<file path="src/rtl/input_debouncer.sv">
// rtl/input_debouncer.sv - two-flop synchronized switch debouncer with a qualify-then-accept FSM
// Optional macro DEBOUNCE_EDGE_PULSE_EN builds the registered rise/fall pulse outputs.
module input_debouncer #(
  parameter int DB_CYCLES = 1000,
  parameter int CNT_W     = 16
) (
  input  logic clk,
  input  logic res,
  input  logic din,
  output logic q,
  output logic rise,
  output logic fall,
  output logic busy
);

  typedef enum logic [1:0] {
    STABLE_LO = 2'd0,
    CHK_HI    = 2'd1,
    STABLE_HI = 2'd2,
    CHK_LO    = 2'd3
  } state_t;

  localparam logic [CNT_W-1:0] CNT_MAX = CNT_W'(DB_CYCLES - 1);

  state_t           state;
  state_t           state_nx;
  logic [CNT_W-1:0] cnt;
  logic [CNT_W-1:0] cnt_nx;
  logic             s1;
  logic             s2;
  logic             q_nx;
  logic             acc_rise;
  logic             acc_fall;

  always_ff @(posedge clk) begin
    if (!res) begin
      s1 <= 1'b0;
      s2 <= 1'b0;
    end else begin
      s1 <= din;
      s2 <= s1;
    end
  end

  always_ff @(posedge clk) begin
    if (!res) begin
      state <= STABLE_LO;
      cnt   <= '0;
      q     <= 1'b0;
    end else begin
      state <= state_nx;
      cnt   <= cnt_nx;
      q     <= q_nx;
    end
  end

  // The counter is also cleared on abort/accept so it always idles at zero.
  always_comb begin
    state_nx = state;
    cnt_nx   = cnt;
    acc_rise = 1'b0;
    acc_fall = 1'b0;
    unique case (state)
      STABLE_LO: begin
        if (s2) begin
          state_nx = CHK_HI;
          cnt_nx   = '0;
        end
      end
      CHK_HI: begin
        if (!s2) begin
          state_nx = STABLE_LO;
          cnt_nx   = '0;
        end else if (cnt == CNT_MAX) begin
          state_nx = STABLE_HI;
          cnt_nx   = '0;
          acc_rise = 1'b1;
        end else begin
          cnt_nx = cnt + 1'b1;
        end
      end
      STABLE_HI: begin
        if (!s2) begin
          state_nx = CHK_LO;
          cnt_nx   = '0;
        end
      end
      CHK_LO: begin
        if (s2) begin
          state_nx = STABLE_HI;
          cnt_nx   = '0;
        end else if (cnt == CNT_MAX) begin
          state_nx = STABLE_LO;
          cnt_nx   = '0;
          acc_fall = 1'b1;
        end else begin
          cnt_nx = cnt + 1'b1;
        end
      end
      default: begin
        state_nx = STABLE_LO;
        cnt_nx   = '0;
      end
    endcase
    q_nx = acc_rise ? 1'b1 : (acc_fall ? 1'b0 : q);
  end

  always_comb begin
    busy = (state == CHK_HI) || (state == CHK_LO);
  end

`ifdef DEBOUNCE_EDGE_PULSE_EN
  always_ff @(posedge clk) begin
    if (!res) begin
      rise <= 1'b0;
      fall <= 1'b0;
    end else begin
      rise <= acc_rise;
      fall <= acc_fall;
    end
  end
`else
  assign rise = 1'b0;
  assign fall = 1'b0;
`endif

endmodule

</file>
<file path="config.mk">
export PLATFORM = sky130hd
export DESIGN_NAME = input_debouncer
export DESIGN_NICKNAME = d
export VERILOG_FILES = /design/src/rtl/input_debouncer.sv
export SDC_FILE = /design/constraint.sdc
export NUM_CORES = 1
export LEC_CHECK = 0
export ABC_AREA = 1
export ABC_CLOCK_PERIOD_IN_PS = 2400
export CORE_UTILIZATION = 62
export DETAILED_ROUTE_END_ITERATION = 6
export PLACE_DENSITY = 0.81
export SYNTH_ARGS = -nofsm -noshare
export SYNTH_HDL_FRONTEND = slang
export SYNTH_SLANG_ARGS = --single-unit
export TNS_END_PERCENT = 30
</file>
<file path="constraint.sdc">
create_clock -name clk -period 2.4 [get_ports clk]
set_input_delay 0.24 -clock clk [delete_from_list [all_inputs] [get_ports clk]]
set_output_delay 0.24 -clock clk [all_outputs]
set_load 0.02 [all_outputs]
</file>
==> results of run 1 <==
==> cells in the mapped netlist (all sizes together) <==
library cell  count
o21ai            14
or2               1
ha                1
a21oi            16
nand2            69
conb              1
clkbuf            1
nand3            12
and3              1
buf               5
nand4             2
inv              25
xor2              1
dfxtp            21
nor2             20
o21bai            1
==> cells by family (layout without fill, tap and decap cells) <==
| family | Yosys count | in the layout | share of synthesized area |
|---|---|---|---|
| AOI/OAI and AO/OA | 31 | 31 | 0.137 |
| xor gates and xnor gates | 1 | 1 | 0.00697 |
| adders and majority gates | 1 | 1 | 0.00995 |
| buffers and inverters | 31 | 33 | 0.108 |
| DFF | 21 | 21 | 0.334 |
| other | 1 | 2 | 0.00298 |
| and+or+nand+nor | 105 | 105 | 0.400 |
==> power groups by stage <==
stage	Sequential (mW)	Clock [mW]	Combinational, mW
finish	0.362	0.173	0.0704
global route	0.363	0.191	0.0779
CTS	0.362	0.177	0.0707
detailed placement	0.370	0	0.0698
global placement	0.369	0	0.0686
floorplan	0.368	0	0.0592
==> routing by layer <==
layer | track usage | wire (um)
met4 | 0.120 | 40
met3 | 0.0615 | 96
met2 | 0.406 | 1120
met1 | 0.328 | 1170
met5 | 0 | 0
==> sequential cells by signal, indices dropped and copies added (netlist names), named ones only <==
register  count
q             1
s2            1
s1            1
cnt          16
state         1
==> final timing paths <==
kind	start	end	slack [ps]	cells after the start
setup / recovery	state[0]$_SDFFE_PN0P_	busy	810	1
hold / removal	s1$_SDFF_PN0_	s2$_SDFF_PN0_	430	2
setup reg to reg	cnt[0]$_SDFFE_PN0P_	cnt[7]$_SDFFE_PN0P_	830	8
hold reg to reg	s1$_SDFF_PN0_	s2$_SDFF_PN0_	430	2
==> final cells by class <==
type | instances | share of cell area
clock buffers | 4 | 0.0200
inverters | 25 | 0.0713
multi-input cells | 140 | 0.535
flip-flops and latches | 21 | 0.319
well taps | 25 | 0.0238
repair buffers | 4 | 0.0304
==> layout by cell type (no fill, tap or decap), drive strengths merged <==
cell           netlist  layout
nand2               69      69
inv                 25      25
dfxtp               21      21
nor2                20      20
a21oi               16      16
o21ai               14      14
nand3               12      12
clkdlybuf4s50        0       4
clkbuf               1       4
nand4                2       2
conb                 1       2
and3                 1       1
o21bai               1       1
or2                  1       1
xor2                 1       1
ha                   1       1
==> metrics by stage <==
step           hold WS (ps)  setup slack [ps]  cells
6_report                430               805    219
2_1_floorplan           338              1120    192
4_1_cts                 434               802    219
3_3_place_gp            398               913    215
5_1_grt                 470               698    219
3_5_place_dp            408               826    215
==> results_dict.tcl, run 1 <==
set metrics [dict create \
    via_count 1131 \
    final_util 0.723 \
    dp_hpwl_um 1810 \
    synthTopCellsByArea "dfxtp_1 (33%), nand2_1 (18%), inv_1 (5.7%)" \
    fillerInstances 166 \
    start_kind "flop" \
    power.switching_mw 0.165 \
    dieArea_um2 2210 \
    setup_viol 0 \
    yosysTopAreaCell "dfxtp_1" \
    root_buffer "clkbuf_4" \
    cp_data_required_time_ps 2160 \
    drc 0 \
    cts_buffer_depth 2 \
    cts-buffers-inserted 3 \
    hold_viol 0 \
    ys_ff_latch 21 \
    nets 199 \
    crit_buf_inv 1 \
    drt-pass1-iter-count 4 \
    crit_fanout 5 \
    fin_crit_ps 1590 \
    die-height_um 47.0 \
    grt_max_degree 17 \
    drive_above_1_share 0.155 \
    clkLatencyLatePin_ps 310 \
    multiInputGateArea_um2 704 \
    cts_resized 0 \
    drtIter0Drc 42 \
    post_dp_cell_area_um2 1290 \
    syn_inst 191 \
    track_usage 0.256 \
    finalInstanceArea_um2 1320 \
    grt_setup_unrepaired "no" \
    cts.sinks 21 \
    setup_tns_ps 0 \
    cap_violations 0 \
    yosysWarnings 0 \
    slowest_stage "clkdlybuf4s50_1" \
    ios 7 \
    internal_power_mw 0.440 \
    total_power_mw 0.605 \
    seq_area_um2 420 \
    std_cell_rows 15 \
    synthToLayoutAreaGrowth_pct 4.68 \
    core_area_um2 1820 \
    portBuffers 4 \
    synth_cell_types 28 \
    clkTransAtPathRegs_ps 120 \
    p_leak_nw 0.543 \
    syn_area_um2 1260 \
    clkPwrFrac 0.285 \
    first_global_vias 912 \
    finClkSkew_ps 5.63 \
    maxSlewViolCount 0 \
    synth_top_area_frac 0.334 \
    p_per_area_nw_per_um2 460 \
    cts_hold_buf 0 \
    place_congestion 0.844 \
    drt.antenna.violating_nets 0 \
    fp.dieW_um 47.0 \
    crit_path_end_kind "primary output" \
    fmaxAchievable_mhz 627 \
    outcome "finished clean" \
    max-vdd-ir-drop_v 0.000434 \
    antenna_found_initial 0 \
    wl_per_cell_um 11.1 \
    syn_avg_cell_area_um2 6.58 \
    post_cts_buffers 0 \
    grt_pass1_wl_um 3880 \
    start_util 0.691 \
    cp_top_family "buffers and inverters" \
    swShare 0.272 \
    fin_crit_sh 0.664 \
    tritoncts "done" \
    path_class "reg -> out" \
    htree_levels 1 \
    slowest_delay_ps 630 \
    cp.arrival_ps 1350 \
    max_slew_margin 0.631 \
    wl_um 2430 \
    synth-seq-area-share 0.334 \
    pwr-share-seq 0.598 \
    n_antenna_cell 0 \
    worst_pin_slew_ps 552 \
    vias_per_cell 5.16 \
    grt_overflow 0 \
    hold_class "reg -> reg" \
    cp_cell_sequence "clkdlybuf4s50_1" \
    pwr-share-comb 0.116 \
]
Note: power is estimated with default switching activity, not from simulation.
==> inputs of run 2 (changes only) <==
Settings changed: ABC_CLOCK_PERIOD_IN_PS 2400 to 1600, CORE_UTILIZATION 62 to 58, PLACE_DENSITY 0.81 to 0.77.
Clock period 2.4 ns to 1.6 ns, I/O delays scaled along.
==> run 2 against run 1 <==
Utilization fell by 4.3 points. Sequential share of layout area decreased by 0.97 points. Cell area is 3.4% higher. Highest routed layer unchanged. Clock skew rose by 1.1 ps. Sequential power is 50% higher. Critical endpoint unchanged. First-iteration DRC count fell by 67%. Cell count is 2.3% higher. Combinational power rose by 73%.
==> results_dict.tcl, run 2 (synthesis results as in run 1) <==
set metrics [dict create \
    outcome "finished clean" \
    drtIter0Drc 14 \
    final_common_cell "nand2_1" \
    dp_hpwl_um 1790 \
    grt_overflow 0 \
    cp.arrival_ps 1340 \
    antenna_found_initial 0 \
    grt_setup_unrepaired "no" \
    fin_crit_sh 0.939 \
    start_util 0.628 \
    p_per_area_nw_per_um2 685 \
    cp_top_family "buffers and inverters" \
    wl_um 2370 \
    maxSlewViolCount 0 \
    fin_crit_ps 1500 \
    vias_per_cell 5.13 \
    cp_data_required_time_ps 1440 \
    reg2reg_slack_ps 160 \
    cts_hold_buf 0 \
    hold_depth 3 \
    start_kind "flop" \
    fmaxAchievable_mhz 665 \
    htree_levels 1 \
    r2r_cells 9 \
    wl_per_cell_um 10.6 \
    crit_path_end_kind "primary output" \
    finClkSkew_ps 6.74 \
    grt_pass1_wl_um 4420 \
    total_power_mw 0.933 \
    setup_tns_ps 0 \
    clkLatencyLatePin_ps 320 \
    drt.antenna.violating_nets 0 \
    slowest_stage "clkdlybuf4s50_1" \
    drt-pass1-iter-count 5 \
    drc 0 \
    cts_buffer_depth 2 \
    first_global_vias 1109 \
    place_congestion 0.877 \
    slowest_delay_ps 620 \
    cts.sinks 21 \
    path_class "reg -> out" \
    hold_start "din" \
    tritoncts "done" \
    rr_endpoint "cnt[15]$_SDFFE_PN0P_" \
    seq_area_um2 422 \
    cap_violations 0 \
    cp_cell_sequence "clkdlybuf4s50_1" \
    multiInputGateArea_um2 707 \
    hold_viol 0 \
    fillerInstances 186 \
    setup_ws_ps 97.4 \
    regMostFlops "cnt" \
    portBuffers 4 \
    drive_above_1_share 0.183 \
    std_cell_rows 16 \
    p_leak_nw 0.558 \
    max-vdd-ir-drop_v 0.000721 \
    crit_buf_inv 1 \
    cts-buffers-inserted 3 \
    via_count 1150 \
    crit_fanout 5 \
    whs_endpoint "s1$_SDFF_PN0_" \
    layout.cells.non_filler 224 \
    n_antenna_cell 0 \
    root_buffer "clkbuf_4" \
    grt_max_degree 17 \
    timing.rr.start "cnt[1]$_SDFFE_PN0P_" \
    setup_viol 0 \
    pre_cts_ws_ps 148 \
    synthToLayoutAreaGrowth_pct 8.26 \
    nets 202 \
    dieArea_um2 2360 \
    clkTransAtPathRegs_ps 120 \
    largest_reg_flops 16 \
    ios 7 \
    layout_common_cells "nand2_1 (61), dfxtp_1 (20), inv_1 (19)" \
    placedCellCount 219 \
    hold_class "in -> reg" \
    fp.dieW_um 48.6 \
    die-height_um 48.6 \
    core_area_um2 2000 \
    track_usage 0.240 \
]
[run 2: cell count changes in the layout (fill, tap and decap cells not counted), sizes merged]
cell / previous run / this run
clkbuf: 4 / 3
clkinvlp: 0 / 1
buf: 0 / 3
[run 2: metrics by stage]
stage	area, um^2	hold slack, ps	util
after CTS	1340	342	0.668
after global routing	1360	339	0.680
after floorplan	1260	258	-
final	1360	354	0.680
after detailed placement	1310	408	0.653
after global placement	1310	409	0.653
[run 2: layout make-up]
| cell class | instances | area share |
|---|---|---|
| clock buffers | 3 | 0.0165 |
| inverters | 25 | 0.0689 |
| clock inverters | 1 | 0.00551 |
| well taps | 27 | 0.0248 |
| multi-input cells | 140 | 0.519 |
| flip-flops and latches | 21 | 0.310 |
| repair buffers | 7 | 0.0551 |
[run 2: timing repair]
item,in CTS,in global routing
endpoints found under the setup margin,0,10
gates resized for setup,0,2
buffers inserted,0,1
endpoints found under the hold margin,0,0
[run 2: how the worst max path moves through the flow]
stage	startpoint	end	slack [ps]	depth (start not counted)
after global routing	cnt[1]$_SDFFE_PN0P_	cnt[7]$_SDFFE_PN0P_	9	9
final	state[0]$_SDFFE_PN0P_	busy	100	1
after floorplan	cnt[0]$_SDFFE_PN0P_	cnt[13]$_SDFFE_PN0P_	320	9
after global placement	cnt[0]$_SDFFE_PN0P_	cnt[7]$_SDFFE_PN0P_	190	8
after detailed placement	cnt[0]$_SDFFE_PN0P_	cnt[10]$_SDFFE_PN0P_	150	8
after CTS	state[0]$_SDFFE_PN0P_	busy	80	1
[run 2: power breakdown]
| part | leakage, nW | switching, mW | internal (mW) |
|---|---|---|---|
| clock | 0.0139 | 0.174 | 0.0957 |
| combinational | 0.374 | 0.0784 | 0.0431 |
| sequential | 0.170 | 0.00811 | 0.534 |
| total | 0.558 | 0.261 | 0.672 |
[run 2: routing by layer]
metal | share of wire | track usage | up-vias | wire (um)
li1 | - | - | 604 | -
met1 | 0.46 | 0.288 | 518 | 1090
met2 | 0.48 | 0.418 | 20 | 1150
met3 | 0.031 | 0.0314 | 8 | 73
met4 | 0.023 | 0.123 | 0 | 55
met5 | 0 | 0 | - | 0
[run 2: worst register-to-register path, stage by stage, from the launching register on]
cell     delay, ps
dfxtp_1        380
ha_2           210
nand2_2         90
nor2_1         110
nand2_1         70
nor2_2         120
nor2_4          60
buf_12         140
o21ai_1         90
a21oi_2         60
==> inputs of run 3 (changes only) <==
Settings changed: PLACE_DENSITY 0.77 to 0.87.
==> run 3 against run 2 <==
Combinational power fell by 7%. Clock skew fell by 4.0 ps. Cell count rose by 0.89%. Clock-buffer cell count did not move.
==> results_dict.tcl, run 3 (synthesis results as in run 1) <==
set metrics [dict create \
    cts_resized 0 \
    timing.rr.start "cnt[0]$_SDFFE_PN0P_" \
    cts_buffer_depth 2 \
    final_util 0.678 \
    ios 7 \
    largest_reg_flops 16 \
    cap_violations 0 \
    dieArea_um2 2360 \
    cp.arrival_ps 1770 \
    setup_tns_ps 0 \
    hold_viol 0 \
    maxSlewViolCount 0 \
    p_per_area_nw_per_um2 677 \
    max-vdd-ir-drop_v 0.000577 \
    portBuffers 4 \
    fin_crit_sh 0.978 \
    first_global_vias 1074 \
    fillerInstances 175 \
    setup_viol 0 \
    antenna_found_initial 0 \
    vias_per_cell 5.31 \
    wl_um 2600 \
    die-height_um 48.6 \
    n_antenna_cell 0 \
    clkLatencyLatePin_ps 310 \
    swShare 0.278 \
    cts-buffers-inserted 3 \
    internal_power_mw 0.663 \
    fp.dieW_um 48.6 \
    layout_common_cells "nand2_1 (61), dfxtp_1 (21), inv_1 (19)" \
    clkPwrFrac 0.287 \
    drt-pass1-iter-count 4 \
    via_count 1199 \
    dp_hpwl_um 1850 \
    crit_path_end_kind "flop" \
    finClkSkew_ps 2.70 \
    power.switching_mw 0.255 \
    hold_start "din" \
    p_leak_nw 0.574 \
    nets 204 \
    drt.antenna.violating_nets 0 \
    placedCellCount 218 \
    std_cell_rows 16 \
    fmaxAchievable_mhz 639 \
    slowest_delay_ps 380 \
    tritoncts "done" \
    setup.worst_path.start "cnt[0]$_SDFFE_PN0P_" \
    synthToLayoutAreaGrowth_pct 7.96 \
    drc 0 \
    htree_levels 1 \
    crit_fanout 4 \
    slowest_stage "dfxtp_1" \
    cts_hold_buf 0 \
    clkTransAtPathRegs_ps 120 \
    layout.cells.non_filler 226 \
    drive_above_1_share 0.181 \
    cts.sinks 21 \
    wl_per_cell_um 11.5 \
    root_buffer "clkbuf_4" \
    cp_cell_sequence "ha_1 -> nand3_1 -> nor2_1 -> nand2_1 -> o21ai_0 -> a21oi_1" \
    hold_class "in -> reg" \
    cp_data_required_time_ps 1800 \
    final_common_cell "nand2_1" \
    fin_crit_ps 1560 \
    core_area_um2 2000 \
    regMostFlops "cnt" \
    drtIter0Drc 40 \
    pwr-share-comb 0.123 \
    grt_max_degree 17 \
    start_kind "flop" \
    grt_pass1_wl_um 4250 \
    path_class "reg -> reg" \
    track_usage 0.229 \
    place_congestion 0.874 \
    grt_overflow 0 \
    outcome "finished clean" \
    total_power_mw 0.918 \
    pwr-share-seq 0.590 \
    start_util 0.628 \
]
==> run 3: cell count changes in the layout (fill, tap and decap cells not counted) <==
cell and change:
dfxtp_2 -1, clkinvlp_4 -1, dfxtp_1 +1, clkinv_2 +1
buf_12 -1, ha_2 -1, buf_4 +3, ha_1 +1
==> run 3: final cells by class <==
class	count	area [um^2]	area share
multi-input cells	140	704	0.519
inverters	25	93.8	0.0691
well taps	27	33.8	0.0249
clock inverters	1	5.00	0.00369
flip-flops and latches	21	420	0.310
clock buffers	3	22.5	0.0166
repair buffers	9	77.6	0.0571
==> run 3: stage by stage <==
step	setup slack, ps	area (um^2)	hold WS, ps
2_1_floorplan	319	1260	258
3_3_place_gp	193	1300	393
3_5_place_dp	112	1300	406
4_1_cts	73.2	1330	353
5_1_grt	-95.1	1360	405
6_report	35.7	1360	357
==> run 3: path summary, 6_finish.rpt <==
check | slack (ps) | end | cells after the start
worst max register to register | 40 | cnt[10]$_SDFFE_PN0P_ | 6
worst max-delay path | 40 | cnt[10]$_SDFFE_PN0P_ | 6
worst min register to register | 430 | s2$_SDFF_PN0_ | 2
worst min-delay path | 360 | s1$_SDFF_PN0_ | 3
==> run 3: power groups by stage <==
stage               Clock [mW]  Sequential [mW]  Combinational, mW
floorplan                    0            0.552             0.0888
global placement             0            0.553              0.103
detailed placement           0            0.554              0.105
CTS                      0.267            0.542              0.105
global route             0.289            0.545              0.125
finish                   0.264            0.542              0.113
==> run 3: timing repair <==
item	CTS	global route
hold endpoints to repair	0	0
setup endpoints to repair	0	2
setup buffers	0	4
==> run 3: worst max-delay path, delay by kind of cell, from the launching register on <==
family	cells	cell delay [ps]
compound gates	2	380
fa+ha+maj	1	210
flops	1	380
simple gates	3	500
==> run 3: per-layer routing <==
metal / track usage / share of wire / up-vias
met2: 0.413 / 0.49 / 37
met4: 0.0931 / 0.022 / 0
met1: 0.268 / 0.44 / 542
met3: 0.0377 / 0.049 / 9
li1: - / - / 611
met5: 0 / 0 / -
